--- src/rtl/hazard_ctrl_pkg.sv ---
// Shared constants for the 4-stage pipeline hazard/forwarding controller:
// forwarding-select codes and FSM state encodings.
package hazard_ctrl_pkg;

  localparam logic [1:0] FWD_RF = 2'b00;
  localparam logic [1:0] FWD_EX = 2'b01;
  localparam logic [1:0] FWD_WB = 2'b10;

  localparam logic [1:0] ST_RUN     = 2'd0;
  localparam logic [1:0] ST_LDSTALL = 2'd1;
  localparam logic [1:0] ST_MEMWAIT = 2'd2;

endpackage

--- src/rtl/hazard_ctrl_if.sv ---
// Bundle between the pipeline datapath (master) and the hazard controller (slave).
// 'state' is a read-only debug view of the controller FSM.
interface hazard_ctrl_if #(
  parameter int REG_AW = 5,
  parameter int CNT_W  = 32
);
  logic              id_valid;
  logic [REG_AW-1:0] id_rs1;
  logic [REG_AW-1:0] id_rs2;
  logic              id_use_rs1;
  logic              id_use_rs2;
  logic [REG_AW-1:0] id_rd;
  logic              id_regwrite;
  logic              id_memread;
  logic              id_memacc;
  logic              flush;
  logic              dmem_ready;
  logic [1:0]        rs1_hazard;
  logic [1:0]        rs2_hazard;
  logic              stall_if;
  logic              stall_id;
  logic              bubble_ex;
  logic [CNT_W-1:0]  stall_cnt;
  logic [1:0]        state;

  modport master (
    output id_valid, id_rs1, id_rs2, id_use_rs1, id_use_rs2, id_rd,
           id_regwrite, id_memread, id_memacc, flush, dmem_ready,
    input  rs1_hazard, rs2_hazard, stall_if, stall_id, bubble_ex, stall_cnt, state
  );

  modport slave (
    input  id_valid, id_rs1, id_rs2, id_use_rs1, id_use_rs2, id_rd,
           id_regwrite, id_memread, id_memacc, flush, dmem_ready,
    output rs1_hazard, rs2_hazard, stall_if, stall_id, bubble_ex, stall_cnt, state
  );
endinterface

--- src/rtl/hazard_ctrl_fwd_sel.sv ---
// Forwarding-select comparator for one source operand. EX beats WB; x0 and
// loads still in EX are never forwarded from EX.
module fwd_sel
  import hazard_ctrl_pkg::*;
#(
  parameter int REG_AW = 5
) (
  input  logic              i_use,
  input  logic [REG_AW-1:0] i_src,
  input  logic              i_ex_v,
  input  logic              i_ex_wr,
  input  logic              i_ex_ld,
  input  logic [REG_AW-1:0] i_ex_rd,
  input  logic              i_wb_v,
  input  logic              i_wb_wr,
  input  logic [REG_AW-1:0] i_wb_rd,
  output logic [1:0]        o_sel
);

  logic w_src_nz;
  logic w_ex_hit;
  logic w_wb_hit;

  assign w_src_nz = |i_src;
  assign w_ex_hit = i_use & i_ex_v & i_ex_wr & ~i_ex_ld & (i_ex_rd == i_src) & w_src_nz;
  assign w_wb_hit = i_use & i_wb_v & i_wb_wr & (i_wb_rd == i_src) & w_src_nz;

  // NOTE: assign a default first in every always_comb so no path leaves o_sel unassigned (latch).
  always_comb begin
    o_sel = FWD_RF;
    if (w_ex_hit)      o_sel = FWD_EX;
    else if (w_wb_hit) o_sel = FWD_WB;
  end

endmodule

--- src/rtl/hazard_ctrl.sv ---
// Hazard/forwarding controller: tracks EX/WB destinations, drives forward
// selects, inserts load-use bubbles, freezes on data-memory wait, counts stalls.
module hazard_ctrl
  import hazard_ctrl_pkg::*;
#(
  parameter int REG_AW = 5,
  parameter int CNT_W  = 32
) (
  input logic         clk,
  input logic         rst,
  hazard_ctrl_if.slave bus
);

  logic              r_ex_v, r_ex_wr, r_ex_ld, r_ex_ma;
  logic [REG_AW-1:0] r_ex_rd;
  logic              r_wb_v, r_wb_wr, r_wb_ma;
  logic [REG_AW-1:0] r_wb_rd;
  logic [1:0]        r_state;
  logic [1:0]        w_state_nxt;
  logic [CNT_W-1:0]  r_stall_cnt;

  logic w_load_use;
  logic w_mem_wait;
  logic w_stall;
  logic w_bubble;

  fwd_sel #(.REG_AW(REG_AW)) u_fwd_rs1 (
    .i_use   (bus.id_use_rs1),
    .i_src   (bus.id_rs1),
    .i_ex_v  (r_ex_v),
    .i_ex_wr (r_ex_wr),
    .i_ex_ld (r_ex_ld),
    .i_ex_rd (r_ex_rd),
    .i_wb_v  (r_wb_v),
    .i_wb_wr (r_wb_wr),
    .i_wb_rd (r_wb_rd),
    .o_sel   (bus.rs1_hazard)
  );

  fwd_sel #(.REG_AW(REG_AW)) u_fwd_rs2 (
    .i_use   (bus.id_use_rs2),
    .i_src   (bus.id_rs2),
    .i_ex_v  (r_ex_v),
    .i_ex_wr (r_ex_wr),
    .i_ex_ld (r_ex_ld),
    .i_ex_rd (r_ex_rd),
    .i_wb_v  (r_wb_v),
    .i_wb_wr (r_wb_wr),
    .i_wb_rd (r_wb_rd),
    .o_sel   (bus.rs2_hazard)
  );

  assign w_load_use = bus.id_valid & r_ex_v & r_ex_ld & (|r_ex_rd) &
                      ((bus.id_use_rs1 & (r_ex_rd == bus.id_rs1)) |
                       (bus.id_use_rs2 & (r_ex_rd == bus.id_rs2)));
  assign w_mem_wait = r_wb_v & r_wb_ma & ~bus.dmem_ready;

  // A memory freeze overrides everything; a taken branch cancels a load-use stall.
  assign w_stall  = w_mem_wait | (w_load_use & ~bus.flush);
  assign w_bubble = ~w_mem_wait & (w_load_use | bus.flush | ~bus.id_valid);

  assign bus.stall_if  = w_stall;
  assign bus.stall_id  = w_stall;
  assign bus.bubble_ex = w_bubble;
  assign bus.stall_cnt = r_stall_cnt;
  assign bus.state     = r_state;

  always_comb begin
    w_state_nxt = r_state;
    case (r_state)
      ST_RUN: begin
        if (w_mem_wait)                    w_state_nxt = ST_MEMWAIT;
        else if (w_load_use && !bus.flush) w_state_nxt = ST_LDSTALL;
      end
      ST_LDSTALL: w_state_nxt = w_mem_wait ? ST_MEMWAIT : ST_RUN;
      ST_MEMWAIT: if (bus.dmem_ready) w_state_nxt = ST_RUN;
      default:    w_state_nxt = ST_RUN;
    endcase
  end

  // NOTE: sequential state is written only with non-blocking assignments so every
  // register samples the pre-edge values (wb <= ex relies on this).
  always_ff @(posedge clk) begin
    if (rst) begin
      r_state     <= ST_RUN;
      r_stall_cnt <= '0;
      r_ex_v      <= 1'b0;
      r_ex_wr     <= 1'b0;
      r_ex_ld     <= 1'b0;
      r_ex_ma     <= 1'b0;
      r_ex_rd     <= '0;
      r_wb_v      <= 1'b0;
      r_wb_wr     <= 1'b0;
      r_wb_ma     <= 1'b0;
      r_wb_rd     <= '0;
    end else begin
      r_state <= w_state_nxt;
      if (w_stall && (r_stall_cnt != {CNT_W{1'b1}}))
        r_stall_cnt <= r_stall_cnt + CNT_W'(1);
      if (!w_mem_wait) begin
        r_wb_v  <= r_ex_v;
        r_wb_wr <= r_ex_wr;
        r_wb_ma <= r_ex_ma;
        r_wb_rd <= r_ex_rd;
        if (w_bubble) begin
          r_ex_v  <= 1'b0;
          r_ex_wr <= 1'b0;
          r_ex_ld <= 1'b0;
          r_ex_ma <= 1'b0;
          r_ex_rd <= '0;
        end else begin
          r_ex_v  <= 1'b1;
          r_ex_wr <= bus.id_regwrite;
          r_ex_ld <= bus.id_memread;
          r_ex_ma <= bus.id_memacc;
          r_ex_rd <= bus.id_rd;
        end
      end
    end
  end

endmodule

--- src/flat_wrapper.sv ---
// flat-port wrapper written by rule: the top's interface ports become plain ports
module hazard_ctrl_flat import hazard_ctrl_pkg::*;
#(
  parameter int REG_AW = 5,
  parameter int CNT_W  = 32
)
  (clk, rst, bus_id_valid, bus_id_rs1, bus_id_rs2, bus_id_use_rs1, bus_id_use_rs2, bus_id_rd, bus_id_regwrite, bus_id_memread, bus_id_memacc, bus_flush, bus_dmem_ready, bus_rs1_hazard, bus_rs2_hazard, bus_stall_if, bus_stall_id, bus_bubble_ex, bus_stall_cnt, bus_state);
  hazard_ctrl_if #(.REG_AW(REG_AW), .CNT_W(CNT_W)) bus_i ();
  input logic clk;
  input logic rst;
  input wire logic [$bits(bus_i.id_valid)-1:0] bus_id_valid;
  input wire logic [$bits(bus_i.id_rs1)-1:0] bus_id_rs1;
  input wire logic [$bits(bus_i.id_rs2)-1:0] bus_id_rs2;
  input wire logic [$bits(bus_i.id_use_rs1)-1:0] bus_id_use_rs1;
  input wire logic [$bits(bus_i.id_use_rs2)-1:0] bus_id_use_rs2;
  input wire logic [$bits(bus_i.id_rd)-1:0] bus_id_rd;
  input wire logic [$bits(bus_i.id_regwrite)-1:0] bus_id_regwrite;
  input wire logic [$bits(bus_i.id_memread)-1:0] bus_id_memread;
  input wire logic [$bits(bus_i.id_memacc)-1:0] bus_id_memacc;
  input wire logic [$bits(bus_i.flush)-1:0] bus_flush;
  input wire logic [$bits(bus_i.dmem_ready)-1:0] bus_dmem_ready;
  output wire logic [$bits(bus_i.rs1_hazard)-1:0] bus_rs1_hazard;
  output wire logic [$bits(bus_i.rs2_hazard)-1:0] bus_rs2_hazard;
  output wire logic [$bits(bus_i.stall_if)-1:0] bus_stall_if;
  output wire logic [$bits(bus_i.stall_id)-1:0] bus_stall_id;
  output wire logic [$bits(bus_i.bubble_ex)-1:0] bus_bubble_ex;
  output wire logic [$bits(bus_i.stall_cnt)-1:0] bus_stall_cnt;
  output wire logic [$bits(bus_i.state)-1:0] bus_state;
  assign bus_i.id_valid = bus_id_valid;
  assign bus_i.id_rs1 = bus_id_rs1;
  assign bus_i.id_rs2 = bus_id_rs2;
  assign bus_i.id_use_rs1 = bus_id_use_rs1;
  assign bus_i.id_use_rs2 = bus_id_use_rs2;
  assign bus_i.id_rd = bus_id_rd;
  assign bus_i.id_regwrite = bus_id_regwrite;
  assign bus_i.id_memread = bus_id_memread;
  assign bus_i.id_memacc = bus_id_memacc;
  assign bus_i.flush = bus_flush;
  assign bus_i.dmem_ready = bus_dmem_ready;
  assign bus_rs1_hazard = bus_i.rs1_hazard;
  assign bus_rs2_hazard = bus_i.rs2_hazard;
  assign bus_stall_if = bus_i.stall_if;
  assign bus_stall_id = bus_i.stall_id;
  assign bus_bubble_ex = bus_i.bubble_ex;
  assign bus_stall_cnt = bus_i.stall_cnt;
  assign bus_state = bus_i.state;
  hazard_ctrl #(.REG_AW(REG_AW), .CNT_W(CNT_W)) u_core (.clk(clk), .rst(rst), .bus(bus_i));
endmodule
--- config.mk ---
export PLATFORM = sky130hd
export DESIGN_NAME = hazard_ctrl_flat
export DESIGN_NICKNAME = d
export VERILOG_FILES = /design/src/rtl/hazard_ctrl_pkg.sv /design/src/rtl/hazard_ctrl_if.sv /design/src/rtl/hazard_ctrl_fwd_sel.sv /design/src/rtl/hazard_ctrl.sv /design/src/flat_wrapper.sv
export SDC_FILE = /design/constraint.sdc
export NUM_CORES = 1
export LEC_CHECK = 0
export ABC_AREA = 1
export CORE_ASPECT_RATIO = 1.4
export CORE_MARGIN = 3
export CORE_UTILIZATION = 55
export CTS_BUF_LIST = sky130_fd_sc_hd__clkbuf_4
export DETAILED_ROUTE_END_ITERATION = 10
export PLACE_DENSITY_LB_ADDON = 0.12
export SLEW_MARGIN = 20
export SYNTH_ARGS = -nofsm -noshare
export SYNTH_HDL_FRONTEND = slang
export SYNTH_SLANG_ARGS = --single-unit
--- constraint.sdc ---
create_clock -name clk -period 3.2 [get_ports clk]
set_clock_uncertainty 0.05 [all_clocks]
set_input_delay 0.32 -clock clk [delete_from_list [all_inputs] [get_ports clk]]
set_output_delay 0.32 -clock clk [all_outputs]
set_load 0.01 [all_outputs]
# Word level (Yosys, flattened, before mapping)
# Index checks and enable logic that the tools add are counted.
# op_classes
addsub	1
n_eq_ne	9
n_mux	14
n_bitwise	37
n_reduce_logical	8
# op_table
op	count
$add A32 B1 Y32 const B	1
$ne A32 B32 Y1 const B	1
$and A1 B1 Y1	28
$eq A5 B5 Y1	4
$mux W2	8
$reduce_or A5 Y1	3
$pmux W2 S3	1
$mux W5	1
$not A1 Y1	5
$mux W1	4
$or A1 B1 Y1	4
$ne A3 B1 Y1 const B	1
$eq A2 B1 Y1 const B	1
$eq A2 B2 Y1 const B	1
$logic_and A1 B1 Y1	2
$logic_not A2 Y1	1
$ne A2 B2 Y1 const B	1
$reduce_and A2 Y1	1
$logic_not A1 Y1	1
# word_totals
regBits	51
input_bits	25
output_inout_bits	41

# Longest topological paths before layout
# logic_depth
depth_word	8
mapped_depth	12
ltp_nobuf	11

# Hierarchy
# A second synthesis with hierarchy kept.
# hier_totals
cells_unflattened	604
area_unflattened_um2	3485.8
# by_module_without_submodules
module	n_inst	cells_each	area_each_um2
hazard_ctrl	1	486	2982.9
fwd_sel	2	59	251.5

# Least setup slack after synthesis
# Ideal clock, no wire load.
# synth_path
kind	flip-flop to flip-flop
startpoint	register u_core.r_stall_cnt[1], in the netlist u_core.bus.stall_cnt[1]
endpoint	register u_core.r_stall_cnt[23], in the netlist u_core.bus.stall_cnt[23]
setup_ns	0.132
arrival_ns	1.791
required_time_ns	3.018
setup_slack_ns	1.227
stages_incl_launch_ff	13
path_buffers	2
synth_period_minus_slack_ns	1.973
cell_sequence	dfxtp_1 -> ha_1 -> nand2_1 -> nor2_2 -> nand2_2 -> nor2_4 -> nand2_2 -> nor2_2 -> nand3_2 -> buf_6 -> buf_6 -> nand3_1 -> a21oi_1
# synth_via
elab_chain_cells	2
# synth_rtl
item	line_no	text
start, declared	hazard_ctrl.sv:20	logic [CNT_W-1:0] r_stall_cnt;
start signal, assigned	hazard_ctrl.sv:99	r_stall_cnt <= r_stall_cnt + CNT_W'(1);
parallel branches: the longest is 2 deep, another holds $add A32 B1 Y32	n/a	
# Parallel ways; which one is timed is not known.
# A chain may end at the register's enable or synchronous reset.

# Worst setup path after layout
# layout_path
startpoint	register u_core.r_ex_rd[0]
endpoint	output port bus_bubble_ex
# layout_via
elab_chain_cells	7
# layout_rtl
item	line_no	text
start, declared	hazard_ctrl.sv:15	logic [REG_AW-1:0] r_ex_rd;
start signal, assigned	hazard_ctrl.sv:116	r_ex_rd <= bus.id_rd;
$eq A5 B5 Y1, on equally long branches	hazard_ctrl.sv:54, hazard_ctrl.sv:55	
$and A1 B1 Y1, on equally long branches	hazard_ctrl.sv:54, hazard_ctrl.sv:55	
$or A1 B1 Y1	hazard_ctrl.sv:54	((bus.id_use_rs1 & (r_ex_rd == bus.id_rs1)) |
$and A1 B1 Y1 *	hazard_ctrl.sv:53	assign w_load_use = bus.id_valid & r_ex_v & r_ex_ld & (|r_ex_rd) &
$or A1 B1 Y1 * (2 in a row)	hazard_ctrl.sv:60	assign w_bubble = ~w_mem_wait & (w_load_use | bus.flush | ~bus.id_valid);
$and A1 B1 Y1 *	hazard_ctrl.sv:60	
end, declared	flat_wrapper.sv:26	output wire logic [$bits(bus_i.bubble_ex)-1:0] bus_bubble_ex;
# Mark *: on every way between the ends. The rest lies on a longest branch, timed or not.

==> results.sh <==
export IMPL_status="completed"
export IMPL_die_area_um2=6690
export IMPL_powerDensity_nw_per_um2=269
export IMPL_fin_ws_ns=0.419
export IMPL_worstMarginPinSlew_ns=0.518
export IMPL_seqCellArea_um2=1020
export IMPL_dp_hpwl_um=6750
export IMPL_cts_reportedPaths_clkPinSlew_ns=0.15
export IMPL_slew_headroom=0.651
export IMPL_core_um2=5530
export IMPL_post_route_util=0.694
export IMPL_power_frac_comb=0.087
export IMPL_synth_main_ff_cell="dfxtp_1"
export IMPL_yosys_top_cells_area="dfxtp_1, nand2_1, nand3_1"
export IMPL_synth_distinct_cells=26
export IMPL_finalMaxSlewViolations=0
export IMPL_n_antenna_cell=0
export IMPL_path_class="flop to output port"
export IMPL_grt_max_degree=45
export IMPL_power_frac_seq=0.627
export IMPL_setup_viol_count_final=0
export IMPL_hold_buffers=0
export IMPL_whs_endpoint="u_core.r_ex_ma"
export IMPL_wl_per_cell_um=14.6
export IMPL_synth_cells=482
export IMPL_area_delta_synth_final_pct=21.7
export IMPL_root_buffer="clkbuf_4"
export IMPL_nets=562
export IMPL_leakagePower_nw=1.37
export IMPL_reg2reg_depth=12
export IMPL_cp_required_ns=2.83
export IMPL_place_congestion=0.963
export IMPL_chipWidth_um=70.0
export IMPL_ir_drop_uv=220
export IMPL_worstHoldPathType="flop to flop"
export IMPL_io_buffers=65
export IMPL_fin_cells=605
export IMPL_yosysTopAreaCell="dfxtp_1"
export IMPL_min_period_over_period=0.869
export IMPL_grt_util_all_layers=0.273
export IMPL_chipHeight_um=95.6
export IMPL_cts_buffers_inserted=5
export IMPL_grt_overflow=0
export IMPL_rr_endpoint="u_core.bus.stall_cnt[20]"
export IMPL_holdPathStages=2
export IMPL_worstSetupStartpointType="flop"
export IMPL_drive_above_1_share=0.0503
export IMPL_place_ws_ns=0.422
export IMPL_switching_power_mw=0.261
export IMPL_nFillCells=530
export IMPL_synth_nets=508
export IMPL_cts_tree="yes"
export IMPL_end_kind="output port"
export IMPL_synth_edf_count=0
export IMPL_via_per_inst=5.44
export IMPL_syn_area_um2=3150
export IMPL_placedCellCount=597
export IMPL_clock_sinks=51
export IMPL_cts_setup_buffers=0
export IMPL_async_flop_share=0
export IMPL_grt_setup_unrepaired="false"
export IMPL_multiInputGateArea_um2=1840
export IMPL_yosysSeqAreaShare=0.324
export IMPL_remaining_drc_errors=0
export IMPL_grt_antenna_before_repair=0
export IMPL_setup_tns_ns=0
export IMPL_synth_seq_cells=51
export IMPL_fin_crit_ns=2.78
export IMPL_clockBufferDepth=2
export IMPL_finalHoldViolCount=0
export IMPL_grt_pass1_wl_um=14900
export IMPL_synth_common_cells="nand2_1, nand3_1, dfxtp_1, nor2_1, a21oi_1"
export IMPL_boundaryPins=66
export IMPL_switching_share=0.253
export IMPL_drt_iter0_markers=201
export IMPL_vias=3293
export IMPL_avgSynthCellArea_um2=6.54
export IMPL_first_pass_iters=4
export IMPL_clk_latency_ns=0.37
export IMPL_min_from="u_core.r_ex_ma"
export IMPL_grt_pass1_vias=3175
export IMPL_start_util=0.570
export IMPL_row_count=32
export IMPL_internal_power_mw=0.770
export IMPL_max_cap_violations=0
export IMPL_ctsHtreeMaxLevel=2
export IMPL_power_frac_clock=0.286
export IMPL_synth_top_area_share=0.324
export IMPL_postRouteWirelength_um=8850
export IMPL_ys_warn_count=0
export IMPL_crit_fanout=9
export IMPL_r2r_setup_slack_ns=0.66
export IMPL_critPathArrivalTime_ns=2.41
export IMPL_cts_resized=0
export IMPL_synth_most_common_cell="nand2_1"
export IMPL_timing_rr_start="u_core.bus.stall_cnt[1]"
export IMPL_ant_nets=0
export IMPL_max_freq_ghz=0.360
[through the flow]
step           total power, mW  hold WS (ns)  area [um^2]
2_1_floorplan            0.700         0.391         3150
3_3_place_gp             0.749         0.396         3780
3_5_place_dp             0.749         0.404         3780
4_1_cts                   1.04         0.432         3830
5_1_grt                   1.08         0.467         3830
6_report                  1.03         0.436         3830
[power groups by stage]
stage / Clock, mW / Combinational [mW] / Sequential, mW
final: 0.294 / 0.0896 / 0.646
after global routing: 0.331 / 0.0992 / 0.647
after global placement: 0 / 0.0892 / 0.660
after CTS: 0.305 / 0.0902 / 0.646
after detailed placement: 0 / 0.0894 / 0.660
after floorplan: 0 / 0.0419 / 0.658
[routing by layer]
metal / part of all wire / global-route usage / vias up
li1: - / - / 1675
met1: 0.39 / 0.288 / 1493
met4: 0.039 / 0.145 / 0
met2: 0.53 / 0.516 / 98
met3: 0.041 / 0.0454 / 27
met5: 0 / 0 / -
[cell usage in the layout (no fill, tap or decap)]
cell,instances
nor4_1,4
a21oi_1,46
buf_4,4
o21ai_0,7
nand2_2,4
dfxtp_1,51
clkinvlp_4,1
ha_1,1
nand2_4,1
nor2_2,2
nand3b_1,2
nor2_1,51
clkdlybuf4s50_1,65
nand3_1,59
inv_1,34
nand3_2,1
inv_2,6
clkbuf_4,5
clkinv_1,1
xnor2_1,15
nor2_4,2
xor2_1,22
o21ai_1,1
nor3_1,16
nand4_1,14
clkinv_4,1
nand2_1,120
nor3b_1,1
[cells by family (layout without fill, tap and decap cells)]
group	Yosys count	count (layout)	share of synthesized area
fa+ha+maj	1	1	0.00397
xor+xnor	37	37	0.103
simple gates	277	277	0.391
compound gates	54	54	0.0857
buf+inv	62	117	0.0921
flops	51	51	0.324
[layout make-up]
type                            count  area share
Sequential cell                    51       0.266
Multi-Input combinational cell    369       0.480
Inverter                           40      0.0392
Timing Repair Buffer               69       0.177
Tap cell                           68      0.0222
Clock buffer                        5     0.00979
Clock inverter                      3     0.00522
[state kept, by name, summed over array words and instances, names as in the netlist]
signal / flops
u_core.r_wb_rd: 5
u_core.r_ex_wr: 1
u_core.r_wb_v: 1
u_core.bus.stall_cnt: 32
u_core.r_ex_ma: 1
u_core.bus.state: 2
u_core.r_wb_wr: 1
u_core.r_ex_ld: 1
u_core.r_wb_ma: 1
u_core.r_ex_v: 1
u_core.r_ex_rd: 5
[critical path: stages (launching register included)]
cell and delay (ns):
dfxtp_1 0.48, inv_2 0.08, nand2_1 0.06, nand2_1 0.05, nor2_1 0.18, nand4_1 0.12, nand2_1 0.09, nand2_1 0.05
nand2_1 0.05, nand2_1 0.20, inv_1 0.14, clkdlybuf4s50_1 0.54
[worst max-delay path by stage]
| stage | start | to | slack (ns) | depth (start not counted) |
|---|---|---|---|---|
| global placement | bus_id_rs2[3] | bus_bubble_ex | 0.45 | 12 |
| CTS | u_core.r_ex_rd[2] | bus_bubble_ex | 0.39 | 11 |
| floorplan | u_core.bus.stall_cnt[1] | u_core.bus.stall_cnt[23] | 1.23 | 12 |
| finish | u_core.r_ex_rd[0] | bus_bubble_ex | 0.42 | 11 |
| detailed placement | bus_id_rs2[3] | bus_bubble_ex | 0.42 | 12 |
| global route | u_core.r_ex_rd[1] | bus_bubble_ex | 0.21 | 11 |
Power figures use the tool's default switching activity.
